`src/rtl/btb_predict_ctrl_if.sv`:
```
// Branch target buffer port bundle: one combinational read port, one write port.
// Frame layout is {valid, tag, target[31:0], ctr[1:0]}.
interface btb_predict_ctrl_if #(
  parameter int IDX_W = 4
);
  localparam int TAG_W = 30 - IDX_W;
  localparam int FRM_W = 1 + TAG_W + 32 + 2;

  logic [IDX_W-1:0] rsel;
  logic [IDX_W-1:0] wsel;
  logic             wen;
  logic [FRM_W-1:0] wdat;
  logic [FRM_W-1:0] rdat;
  logic             phit;

  modport tb (
    output rsel, wsel, wen, wdat, phit,
    input  rdat
  );

  modport btb (
    input  rsel, wsel, wen, wdat, phit,
    output rdat
  );
endinterface

```
`src/rtl/btb_predict_ctrl.sv`:
```
// Branch prediction controller: zero-latency BTB lookup for fetch, plus a small
// resolution queue drained by read-modify-write updates of the BTB frame.
module btb_predict_ctrl #(
  parameter int IDX_W  = 4,
  parameter int QDEPTH = 2
) (
  input  logic                CLK,
  input  logic                RST,
  btb_predict_ctrl_if.tb      btbif,
  input  logic [31:0]         fetch_pc,
  input  logic                fetch_en,
  output logic                pred_taken,
  output logic [31:0]         pred_target,
  output logic                stall_fetch,
  input  logic                res_valid,
  output logic                res_ready,
  input  logic [31:0]         res_pc,
  input  logic [31:0]         res_target,
  input  logic                res_taken
);
  localparam int TAG_W = 30 - IDX_W;
  localparam int FRM_W = 1 + TAG_W + 32 + 2;
  localparam int CNT_W = $clog2(QDEPTH + 1);
  localparam int PTR_W = (QDEPTH > 1) ? $clog2(QDEPTH) : 1;
  localparam logic [CNT_W-1:0] FULL = CNT_W'(QDEPTH);
  localparam logic [PTR_W-1:0] LAST = PTR_W'(QDEPTH - 1);

  typedef enum logic [1:0] {IDLE, RD, WR} state_t;

  state_t           state, state_nx;
  logic [CNT_W-1:0] count, count_nx;
  logic [PTR_W-1:0] wr_ptr, rd_ptr;
  logic [FRM_W-1:0] cap;
  logic [FRM_W-1:0] new_frame;
  logic [1:0]       new_ctr;

  // Queue payload keeps the word address only; byte offset bits never matter.
  logic [29:0]      q_pc  [QDEPTH];
  logic [31:0]      q_tgt [QDEPTH];
  logic             q_tkn [QDEPTH];

  logic [29:0]      head_pc;
  logic [31:0]      head_tgt;
  logic             head_tkn;
  logic             push, pop, stolen, fetch_hit, cap_hit;
  logic             unused_bits;

  assign unused_bits = ^{fetch_pc[1:0], res_pc[1:0]};

  assign head_pc   = q_pc[rd_ptr];
  assign head_tgt  = q_tgt[rd_ptr];
  assign head_tkn  = q_tkn[rd_ptr];

  assign res_ready   = (count < FULL);
  assign push        = res_valid && res_ready;
  assign pop         = (state == WR);
  assign stall_fetch = (state == RD) && (count == FULL);
  assign stolen      = (state == RD) && (!fetch_en || count == FULL);

  always_comb begin
    count_nx = count;
    if (push && !pop)
      count_nx = count + CNT_W'(1);
    else if (pop && !push)
      count_nx = count - CNT_W'(1);
  end

  // Fetch lookup; suppressed whenever the update path owns the read port.
  assign btbif.rsel  = stolen ? head_pc[IDX_W-1:0] : fetch_pc[IDX_W+1:2];
  assign fetch_hit   = btbif.rdat[FRM_W-1] &&
                       (btbif.rdat[FRM_W-2 -: TAG_W] == fetch_pc[31:IDX_W+2]);
  assign pred_taken  = !stolen && fetch_hit && btbif.rdat[1];
  assign pred_target = btbif.rdat[33:2];
  assign btbif.phit  = !stolen && fetch_hit && fetch_en;

  assign cap_hit = cap[FRM_W-1] && (cap[FRM_W-2 -: TAG_W] == head_pc[29:IDX_W]);

  always_comb begin
    new_ctr = cap[1:0];
    if (head_tkn)
      new_ctr = (cap[1:0] == 2'b11) ? 2'b11 : cap[1:0] + 2'd1;
    else
      new_ctr = (cap[1:0] == 2'b00) ? 2'b00 : cap[1:0] - 2'd1;
    if (cap_hit)
      new_frame = {1'b1, cap[FRM_W-2 -: TAG_W], head_tkn ? head_tgt : cap[33:2], new_ctr};
    else
      new_frame = {1'b1, head_pc[29:IDX_W], head_tgt, 2'b10};
  end

  always_comb begin
    state_nx   = state;
    btbif.wen  = 1'b0;
    btbif.wsel = head_pc[IDX_W-1:0];
    btbif.wdat = new_frame;
    case (state)
      IDLE: if (count != '0) state_nx = RD;
      RD:   if (stolen) state_nx = WR;
      WR: begin
        // A not-taken miss is dropped without allocating an entry.
        btbif.wen = cap_hit || head_tkn;
        state_nx  = (count_nx != '0) ? RD : IDLE;
      end
      default: state_nx = IDLE;
    endcase
  end

  always_ff @(posedge CLK) begin
    if (RST) begin
      state  <= IDLE;
      count  <= '0;
      wr_ptr <= '0;
      rd_ptr <= '0;
      cap    <= '0;
    end else begin
      state <= state_nx;
      count <= count_nx;
      if (push) wr_ptr <= (wr_ptr == LAST) ? '0 : wr_ptr + PTR_W'(1);
      if (pop)  rd_ptr <= (rd_ptr == LAST) ? '0 : rd_ptr + PTR_W'(1);
      if (stolen) cap <= btbif.rdat;
    end
  end

  always_ff @(posedge CLK) begin
    if (push) begin
      q_pc[wr_ptr]  <= res_pc[31:2];
      q_tgt[wr_ptr] <= res_target;
      q_tkn[wr_ptr] <= res_taken;
    end
  end
endmodule
```
`src/flat_wrapper.sv`:
```
// flat-port wrapper written by rule: the top's interface ports become plain ports
module btb_predict_ctrl_flat 
#(
  parameter int IDX_W  = 4,
  parameter int QDEPTH = 2
)
  (CLK, RST, fetch_pc, fetch_en, pred_taken, pred_target, stall_fetch, res_valid, res_ready, res_pc, res_target, res_taken, btbif_rsel, btbif_wsel, btbif_wen, btbif_wdat, btbif_phit, btbif_rdat);
  btb_predict_ctrl_if #(.IDX_W(IDX_W)) btbif_i ();
  input  logic CLK;
  input  logic RST;
  input  logic [31:0] fetch_pc;
  input  logic fetch_en;
  output logic pred_taken;
  output logic [31:0] pred_target;
  output logic stall_fetch;
  input  logic res_valid;
  output logic res_ready;
  input  logic [31:0] res_pc;
  input  logic [31:0] res_target;
  input  logic res_taken;
  output wire logic [$bits(btbif_i.rsel)-1:0] btbif_rsel;
  output wire logic [$bits(btbif_i.wsel)-1:0] btbif_wsel;
  output wire logic [$bits(btbif_i.wen)-1:0] btbif_wen;
  output wire logic [$bits(btbif_i.wdat)-1:0] btbif_wdat;
  output wire logic [$bits(btbif_i.phit)-1:0] btbif_phit;
  input wire logic [$bits(btbif_i.rdat)-1:0] btbif_rdat;
  assign btbif_rsel = btbif_i.rsel;
  assign btbif_wsel = btbif_i.wsel;
  assign btbif_wen = btbif_i.wen;
  assign btbif_wdat = btbif_i.wdat;
  assign btbif_phit = btbif_i.phit;
  assign btbif_i.rdat = btbif_rdat;
  btb_predict_ctrl #(.IDX_W(IDX_W), .QDEPTH(QDEPTH)) u_core (.CLK(CLK), .RST(RST), .btbif(btbif_i), .fetch_pc(fetch_pc), .fetch_en(fetch_en), .pred_taken(pred_taken), .pred_target(pred_target), .stall_fetch(stall_fetch), .res_valid(res_valid), .res_ready(res_ready), .res_pc(res_pc), .res_target(res_target), .res_taken(res_taken));
endmodule
```
`config.mk`:
```
export PLATFORM = sky130hd
export DESIGN_NAME = btb_predict_ctrl_flat
export DESIGN_NICKNAME = d
export VERILOG_FILES = /design/src/rtl/btb_predict_ctrl_if.sv /design/src/rtl/btb_predict_ctrl.sv /design/src/flat_wrapper.sv
export SDC_FILE = /design/constraint.sdc
export NUM_CORES = 1
export LEC_CHECK = 0
export CORE_MARGIN = 5
export CORE_UTILIZATION = 47
export CTS_CLUSTER_SIZE = 8
export DETAILED_ROUTE_END_ITERATION = 16
export GPL_TIMING_DRIVEN = 0
export PLACE_DENSITY = 0.89
export SETUP_SLACK_MARGIN = 0.5
export SYNTH_ARGS = -nofsm -noshare
export SYNTH_HDL_FRONTEND = slang
export SYNTH_SLANG_ARGS = --single-unit
```
`constraint.sdc`:
```
create_clock -name CLK -period 4.35 [get_ports CLK]
set_clock_uncertainty 0.2 [all_clocks]
set_input_delay 0.435 -clock CLK [delete_from_list [all_inputs] [get_ports CLK]]
set_output_delay 0.435 -clock CLK [all_outputs]
set_load 0.03 [all_outputs]
```
==> impl_results.md, run 1 <==
- Status: finished, final reports clean
- Required time of the critical path: 3710 ps
- Slack of the critical path: approximately 600 ps
- Internal power: around 3.5 mW
- Clk root buf: clkbuf_16
- Largest net degree at the start of global routing: 64
- Detailed-route DRC error count: 0
- GRT Total Usage: 21.50%
- Leakage: 4.472 nW
- Data arrival, critical path: around 3100 ps
- Clock latency on the worst-skew pair: approximately 420 ps
- RSZ-0062 raised after global routing: yes
- Fmax: 267.6 MHz
- TritonCTS clock tree: yes
- Inserted Diodes: 0
- Syn_nets: between 800 and 900
- H-tree lvl count: 4
- Std-Cell Rows: 49
- Reg2reg start: u_core.count[0]
- Setup-failing EPs final: 0
- Met3 wire length: approximately 1.6 mm
- Syn Std Cell Area: between 0.008 and 0.009 mm²
- Placed cell areas: approximately 0.012 mm²
- Worst VDD drop: roughly 0.27 mV
- Vias per inst: approximately 5.1
- Worst Hold Class: flip-flop to flip-flop
- Sum of negative setup slack: 0 ps
- Reg2Reg Depth: 7
- Sequential power share: between 40 and 50%
- Routed met2 length: roughly 12 mm
- Crit share post-route: between 80% and 90%
- Commonest non-fill, non-tap cell in the layout: clkdlybuf4s50_1
- Clk pwr share: a little over 30%
- Initial antenna violation count: 1
- Max-capacitance violation count: 0
- Final Hold Viols: 0
- Number of port buffers: 261
- Reg2reg setup slack: around 1900 ps
- Layout cell share with drive strength beyond 1: between 20% and 30%
- Crit. End Element: output pin
- Final Slew Violations: 0
- CTS Hold Bufs: 0
- Metal-1 WL: ~9 mm
- Reg2reg end: u_core.cap[60]
- Vias: approximately 6k
- Post-Route WL: between 20 and 25 mm
- Slew headroom: between 30% and 40%
- Cells after Synth: 673
- Die area: 0.02103 mm²
- Io pins: between 200 and 300
- Sequential fraction of the synthesis area: between 60 and 70%
- Grt ovf: 0
- # clock sinks: roughly 190
- Max layer used: met5
- WS Path Type: flip-flop to output pin
- YS warnings: 0
- Final HPWL DP: between 15 and 20 mm
- Clock Path Buffers: 2
- Comb power frac: between 20 and 25%
- Crit start category: flip-flop
- Die X-Extent: 145 µm
- Fin util: 67.01%
- Net count, final: ~1.1k
- Clock buffer count from CTS: 17
- First-pass GRT wire length: roughly 35 mm
- Post-DR wirelength/cell: ~20 µm
- Yosys reg bits: 194
- Post-Syn Area per Cell: 12.73 µm²
- Final instance area: 0.01204 mm²
- PD cells: between 400 and 500 mW/mm²
- CP Max Fanout: 4
- Core area: around 0.018 mm²
- Critical path capture point: btbif_wdat[3]
- Antenna-violating nets left: 0
- Post-synthesis cell type count: 39
- Gpl congestion: 0.8318
- Vias in the first global route: around 6.3k
- Detailed-router iteration count before antenna repair: 5
- Area delta synth->final: 40.53%
- Switching Fraction: 29.49%
- Reg clk slew, reported paths: 70 ps
- First DRT Iteration DRCs: 274
- Measured slew at the worst slew-check pin: 940.8 ps
- Initial Util: a little under half
- Pre-CTS WS: -2.914 ps
- Die Y: approximately 150 µm
- Commonest non-fill, non-tap cells in the layout: clkdlybuf4s50_1 (225), nand2_1 (134), edfxtp_1 (126)
- Sw Pwr: ~1.5 mW
- Tmin final: about 3700 ps
[worst min path at each step]
stage | cells past startpoint | slack, ps | endpoint | start
finish | 2 | 260 | u_core.cap[3] | u_core.cap[3]
floorplan | 2 | 230 | u_core.cap[2] | u_core.cap[2]
global route | 2 | 280 | u_core.cap[23] | u_core.cap[23]
global placement | 2 | 240 | u_core.cap[9] | u_core.cap[9]
CTS | 2 | 260 | u_core.cap[25] | u_core.cap[25]
detailed placement | 2 | 250 | u_core.cap[19] | u_core.cap[19]
[state kept, by name, summed over array words and instances (netlist names), named ones only]
signal         cells
u_core.cap        61
u_core.count       2
u_core.q_pc       60
u_core.q_tgt      64
u_core.q_tkn       2
u_core.rd_ptr      1
u_core.state       2
u_core.wr_ptr      1
[synth_stat cells]
master	count	area, µm²
xor2_1	43	376.6
a211oi_1	1	7.510
or2_2	1	6.260
o21a_1	1	7.510
nor2_8	1	20.02
nor2_1	13	48.80
buf_1	3	11.26
nor4_2	6	75.07
nand2_1	134	503.0
xnor2_1	13	113.9
buf_6	3	33.78
o21ai_1	1	5.000
and2_1	2	12.51
nand4_1	5	31.28
edfxtp_1	126	3784
nand3_2	1	10.01
mux2_4	42	630.6
dfxtp_1	68	1361
buf_4	33	247.7
o211ai_1	1	7.510
nand4_2	1	12.51
nor4b_2	1	15.01
mux2_2	49	551.8
nor3_1	2	10.01
inv_1	5	18.77
conb_1	1	3.750
buf_2	1	5.000
o31ai_1	1	7.510
clkbuf_1	22	82.58
nor4b_1	1	8.760
a21oi_1	65	325.3
nor2b_1	4	25.02
nand3_1	3	15.01
nor4_1	8	50.05
o21ai_0	1	5.000
buf_12	3	60.06
ha_1	2	25.02
mux2_1	4	45.04
nand2b_1	1	6.260
[timing repair]
item | CTS | global route
hold endpoints to repair | 0 | 0
pin swaps | 1 | 3
gates resized for setup | 110 | 61
setup endpoints to repair | 37 | 36
buffers inserted | 3 | 3
[through the flow]
step                      hold WS (ps)  total power [mW]  instances
after floorplan                  233.9             2.955        673
after global placement           241.7             3.455       1163
after detailed placement         248.3             3.497       1165
after CTS                        259.5             4.999       1200
after global routing             277.5             5.146       1203
final                            259.3             4.945       1203
[power groups by stage]
stage | logic (mW) | clock network, mW | registers [mW]
2_1_floorplan | 0.724 | 0 | 2.23
3_3_place_gp | 1.21 | 0 | 2.24
3_5_place_dp | 1.25 | 0 | 2.24
4_1_cts | 1.25 | 1.54 | 2.20
5_1_grt | 1.30 | 1.63 | 2.22
6_report | 1.22 | 1.52 | 2.20
[layer usage]
metal / vias to the layer above / global-route usage [%]
met1: 2917 / 25.78
met5: - / 0
met3: 40 / 5.363
met2: 232 / 37.71
li1: 2912 / -
met4: 2 / 7.345
[layout make-up]
class,instances,area [µm²]
Fill cell,1319,5926
Sequential cell,194,5145
Multi-Input combinational cell,409,2990
Timing Repair Buffer,269,2564
Buffer,65,462.9
Clock buffer,17,425.4
Tap cell,229,286.5
Clock inverter,15,145.1
Inverter,5,18.77
[critical path, cell delays in order (launching register included)]
cell,delay (ps)
dfxtp_1,320
buf_6,130
buf_4,140
mux2_2,390
xor2_1,180
nor4_2,320
nand4_2,210
nor2_8,180
buf_4,130
mux2_1,300
dlygate4sd2_1,370
[kinds of logic (layout without fill, tap and decap cells)]
| logic type | count (synthesis) | count (layout) | synth area share, % |
|---|---|---|---|
| XOR/XNOR | 56 | 56 | 5.726 |
| AND/OR/NAND/NOR | 184 | 184 | 9.918 |
| AO/OA/AOI/OAI | 71 | 71 | 4.265 |
| multiplexers | 95 | 95 | 14.33 |
| other | 1 | 1 | 0.04378 |
| buffers and inverters | 70 | 371 | 5.361 |
| adder cells (fa/ha/maj) | 2 | 2 | 0.2921 |
| flip-flops | 194 | 194 | 60.06 |
Note: power is estimated with default switching activity, not from simulation.
==> run 2: changes to the inputs <==
--- a/config.mk
+++ b/config.mk
@@ -12,6 +12,7 @@
 export GPL_TIMING_DRIVEN = 0
 export PLACE_DENSITY = 0.89
 export SETUP_SLACK_MARGIN = 0.5
+export SKIP_LAST_GASP = 1
 export SYNTH_ARGS = -nofsm -noshare
 export SYNTH_HDL_FRONTEND = slang
 export SYNTH_SLANG_ARGS = --single-unit
==> constraint.sdc (replaced) <==
create_clock -name CLK -period 4 [get_ports CLK]
set_clock_uncertainty 0.2 [all_clocks]
set_input_delay 0.4 -clock CLK [delete_from_list [all_inputs] [get_ports CLK]]
set_output_delay 0.4 -clock CLK [all_outputs]
set_load 0.03 [all_outputs]
==> impl_results.md, run 2 (synthesis gave the netlist of run 1 again) <==
- Switching Fraction: 28.13%
- Die area: around 0.021 mm²
- GR met3 Demand/Resource: approximately 5.4%
- Initial antenna violation count: 1
- Layout cell share with drive strength beyond 1: about a quarter
- Finished Layout Cells: between 1k and 1.5k
- Largest net degree at the start of global routing: 64
- Clk pwr share: 31.2%
- Most Crowded Layer GR: met2
- Setup-failing EPs final: 0
- Leakage: between 4 and 5 nW
- Largest regs: u_core.q_tgt: 64 flops, u_core.cap: 61 flops, u_core.q_pc: 60 flops
- Detailed-route DRC error count: 0
- Sw Pwr: ~1.5 mW
- Fmax: 272.0 MHz
- CP Max Fanout: 10
- Reg2Reg Depth: 7
- Tmin final: around 3700 ps
- Fin util: roughly two thirds
- Sequential power share: roughly 44%
- Post-DR wirelength/cell: roughly 20 µm
- First-pass GRT wire length: approximately 36 mm
- Vias: about 6.2k
- Detailed-router iteration count before antenna repair: 5
- Comb power frac: about a quarter
- Post-Route WL: around 24 mm
- Crit share post-route: 91.90%
- Slowest CP cell: mux2_2
- Global-route met2 utilization: between 30% and 40%
- Clock buffer count from CTS: 17
- Reg2reg start: u_core.count[0]
- Final HPWL DP: around 18 mm
- Std-Cell Rows: 49
- Required time of the critical path: roughly 3400 ps
- Reg2reg setup slack: approximately 1500 ps
- Worst Min Path Start: u_core.cap[15]
- Grt ovf: 0
- WS Path Type: flip-flop to output pin
- Commonest non-fill, non-tap cell in the layout: clkdlybuf4s50_1
- Antenna-violating nets left: 0
- Clk root buf: clkbuf_16
- Post-Place Cells: around 1.2k
- Io pins: 268
- Gpl congestion: slightly above 0.8
- Crit path largest cell delay: ~350 ps
- Vias in the first global route: roughly 6.5k
- Worst Hold Class: flip-flop to flip-flop
- Reg clk slew, reported paths: approximately 60 ps
- Clock Path Buffers: 2
- CP most frequent cell: buf_12
- Area delta synth->final: 43.72%
- Slew headroom: 38.50%
- First DRT Iteration DRCs: around 330
- Status: finished, final reports clean
- Critical path capture point: btbif_wdat[12]
- Critical-path cell list: buf_12 > buf_12 > mux2_2 > xor2_1 > nor4_2 > buf_4 > nand3_2 > nor2_8 > buf_12 > mux2_4 > clkdlybuf4s15_2
- GRT met1 Usage: between 20% and 30%
- Core area: between 0.015 and 0.02 mm²
- Measured slew at the worst slew-check pin: between 900 and 1000 ps
- Die X-Extent: between 100 and 150 µm
- CTS Hold Bufs: 0
- PD cells: between 400 and 500 mW/mm²
- Max-capacitance violation count: 0
- Crit. End Element: output pin
- Data arrival, critical path: around 3100 ps
- Crit start category: flip-flop
- H-tree lvl count: 4
- Commonest non-fill, non-tap cells in the layout: clkdlybuf4s50_1 (222), nand2_1 (134), edfxtp_1 (126)
- # clock sinks: 194
- GRT Total Usage: 22.11%
- Final Slew Violations: 0
- TritonCTS clock tree: yes
- Worst VDD drop: roughly 0.30 mV
- Net count, final: between 1k and 1.5k
- Initial Util: a little under half
- Clock latency on the worst-skew pair: 420 ps
- Final Hold Viols: 0
- Number of port buffers: 261
- Largest register by flop count: u_core.q_tgt
- Largest register FFs: 64
- Vias per inst: roughly 5
- Internal power: ~4 mW
- Die Y: approximately 150 µm
- RSZ-0062 raised after global routing: yes
- Reg2reg end: u_core.cap[49]
- Inserted Diodes: 0
## run 2: cell count changes in the layout (fill, tap and decap cells not counted), moves of 6 or more
cell	before	now
buf_2	30	20
buf_4	39	49
buf_6	1	7
mux2_2	50	44
mux2_4	42	49
## run 2: how the worst min path moves through the flow
stage / slack (ps) / end / depth (start not counted)
2_1_floorplan: 230 / u_core.cap[2] / 2
3_3_place_gp: 240 / u_core.cap[25] / 2
3_5_place_dp: 250 / u_core.cap[5] / 2
4_1_cts: 260 / u_core.cap[7] / 2
5_1_grt: 290 / u_core.cap[9] / 2
6_report: 260 / u_core.cap[15] / 2
## run 2: routing by layer
metal / vias to the layer above / wire length, µm
met2: 238 / 12760
met1: 3002 / 9292
li1: 2921 / -
met5: - / 13
met3: 46 / 1561
met4: 2 / 597
## run 2: metrics by stage
stage / hold slack [ps] / setup WS (ps) / cell area, µm² / power, mW / setup TNS, ps
4_1_cts: 260.8 / 244.6 / 12150 / 5.500 / 0
3_3_place_gp: 240.4 / -314.3 / 11470 / 3.751 / -35750
5_1_grt: 287.2 / 181.2 / 12310 / 5.732 / 0
2_1_floorplan: 233.9 / 1038 / 8568 / 3.210 / 0
3_5_place_dp: 250.6 / -72.71 / 11520 / 3.803 / -142.1
6_report: 255.3 / 323.8 / 12310 / 5.505 / 0
## run 2: layout make-up
cell class,instances,area [µm²]
Clock inverter,13,157.7
Fill cell,1313,5653
Buffer,65,473.0
Sequential cell,194,5146
Multi-Input combinational cell,409,3047
Timing Repair Buffer,278,2743
Clock buffer,18,439.2
Tap cell,229,286.5
Inverter,5,18.77
## run 2: what timing repair did
action	4_1_cts	5_1_grt
pin swaps	4	0
cloned	1	2
buffers inserted	7	5
endpoints found under the setup margin	45	41
resized for setup	171	51
## run 2: power by group through the flow
stage               Sequential, mW  Combinational, mW  Clock, mW
floorplan                     2.42              0.788          0
global placement              2.43               1.32          0
detailed placement            2.44               1.36          0
CTS                           2.40               1.36       1.74
global route                  2.42               1.48       1.84
finish                        2.40               1.39       1.72
## run 2: worst max-delay path: cells and delay by family, from the launching register on
family | cells | cell delay, ps
buffers and inverters | 5 | 870
muxes | 2 | 650
and+or+nand+nor | 3 | 620
DFF | 1 | 340
xor gates and xnor gates | 1 | 170
==> run 3: changes to the inputs <==
--- a/config.mk
+++ b/config.mk
@@ -5,7 +5,7 @@
 export SDC_FILE = /design/constraint.sdc
 export NUM_CORES = 1
 export LEC_CHECK = 0
-export CORE_MARGIN = 5
+export CORE_MARGIN = 2
 export CORE_UTILIZATION = 47
 export CTS_CLUSTER_SIZE = 8
 export DETAILED_ROUTE_END_ITERATION = 16
==> impl_results.md, run 3 (synthesis gave the netlist of run 1 again) <==
- Antenna-violating nets left: 0
- Grt ovf: 0
- Clock Path Buffers: 2
- Vias per inst: 5.121
- Required time of the critical path: 3400 ps
- Tmin final: 3743 ps
- Slew headroom: around 38%
- Die area: 0.01932 mm²
- TritonCTS clock tree: yes
- H-tree lvl count: 4
- Final instance area: between 0.01 and 0.015 mm²
- Largest regs: u_core.q_tgt: 64 flops, u_core.cap: 61 flops, u_core.q_pc: 60 flops
- Post-Route WL: 23.30 mm
- CP Max Fanout: 8
- Vias in the first global route: 6408
- Final HPWL DP: between 15 and 20 mm
- Post-DR wirelength/cell: roughly 19 µm
- Fmax: between 200 and 300 MHz
- Sum of negative setup slack: 0 ps
- Area delta synth->final: 47.37%
- Crit start category: flip-flop
- Layout cell share with drive strength beyond 1: about a quarter
- Status: finished, final reports clean
- Core area: between 0.015 and 0.02 mm²
- Net count, final: 1141
- First DRT Iteration DRCs: between 400 and 500
- Io pins: ~270
- Leakage: roughly 4.7 nW
- Largest net degree at the start of global routing: 64
- Final Hold Viols: 0
- Number of port buffers: 261
- Clock latency on the worst-skew pair: 420 ps
- GRT Total Usage: a little under a quarter
- Crit. End Element: output pin
- Slack of the critical path: approximately 260 ps
- Worst VDD drop: 0.3119 mV
- Commonest non-fill, non-tap cells in the layout: clkdlybuf4s50_1 (224), nand2_1 (134), edfxtp_1 (126)
- Setup-failing EPs final: 0
- Gpl congestion: between 0.8 and 0.9
- Final Slew Violations: 0
- Clock buffer count from CTS: 17
- Largest register by flop count: u_core.q_tgt
- Placed cell areas: approximately 0.012 mm²
- Std-Cell Rows: 49
- Initial antenna violation count: 1
- Vias: between 6k and 7k
- Crit share post-route: roughly 94%
- Pre-CTS WS: -189.8 ps
- Measured slew at the worst slew-check pin: roughly 930 ps
- Largest register FFs: 64
- Worst Hold Class: flip-flop to flip-flop
- Die Y: approximately 140 µm
- Die X-Extent: 139 µm
- Clk root buf: clkbuf_16
- Detailed-route DRC error count: 0
- Detailed-router iteration count before antenna repair: 4
- RSZ-0062 raised after global routing: yes
- # clock sinks: ~190
- Reg clk slew, reported paths: roughly 60 ps
- PD cells: 436.3 mW/mm²
- CTS Hold Bufs: 0
- Commonest non-fill, non-tap cell in the layout: clkdlybuf4s50_1
- Data arrival, critical path: 3140 ps
- Max-capacitance violation count: 0
- Initial Util: ~48%
- First-pass GRT wire length: 35.21 mm
- WS Path Type: flip-flop to output pin
[run 3: cell count changes in the layout (fill, tap and decap cells not counted), moves of 3 or more]
cell / previous run / this run
buf_16: 2 / 6
buf_4: 49 / 38
buf_12: 8 / 12
buf_6: 7 / 40
clkdlybuf4s15_2: 4 / 1
mux2_2: 44 / 48
buf_2: 20 / 2
[run 3: layout make-up]
type	count	area [µm²]
repair buffers	285	3039
flip-flops and latches	194	5146
plain buffers	65	480.5
clock inverters	13	133.9
fillers	1201	5279
well taps	229	286.5
multi-input cells	409	3083
inverters	5	18.77
diodes	1	2.502
clock buffers	19	432.9
[run 3: layer usage]
metal | up-vias | part of all wire, % | GRT usage [%]
li1 | 2944 | - | -
met1 | 3024 | 41 | 29.28
met2 | 244 | 51 | 40.89
met3 | 36 | 5.9 | 4.938
met4 | 0 | 2.4 | 8.559
met5 | - | 0 | 0
[run 3: stage by stage]
step	cells	power [mW]	hold WS [ps]	util, %
floorplan	673	3.210	233.9	-
global placement	1163	3.746	240.6	64.06
detailed placement	1165	3.793	249.0	64.36
CTS	1218	5.490	258.5	69.79
global route	1220	5.702	270.6	70.51
finish	1220	5.508	254.9	70.51
[run 3: timing repair]
item,CTS,global route
hold endpoints to repair,0,0
resized for setup,248,41
pin swaps,3,6
gates cloned,5,0
endpoints found under the setup margin,45,41
setup buffers,16,1
[run 3: worst paths after layout]
check                  start        endpoint  slack [ps]  cells past startpoint
min           u_core.cap[19]  u_core.cap[19]         250                      2
min reg2reg   u_core.cap[19]  u_core.cap[19]         250                      2
max reg2reg  u_core.count[0]  u_core.cap[40]        1490                      7
max                flip-flop   btbif_wdat[6]         260                     13
[run 3: report_power, final]
part | total [mW] | switching (mW) | internal [mW]
Clock | 1.66 | 0.739 | 0.922
Sequential | 2.40 | 0.0726 | 2.33
Combinational | 1.45 | 0.768 | 0.678
[run 3: worst max-delay path: stages, from the launching register on]
cell     delay (ps)
dfxtp_2         330
buf_12          140
buf_12          120
buf_16          130
mux2_4          320
xor2_1          150
nor4_2          330
nand3_2         190
nor2_8          180
buf_12          130
buf_12          110
buf_12          120
mux2_4          310
buf_6           140
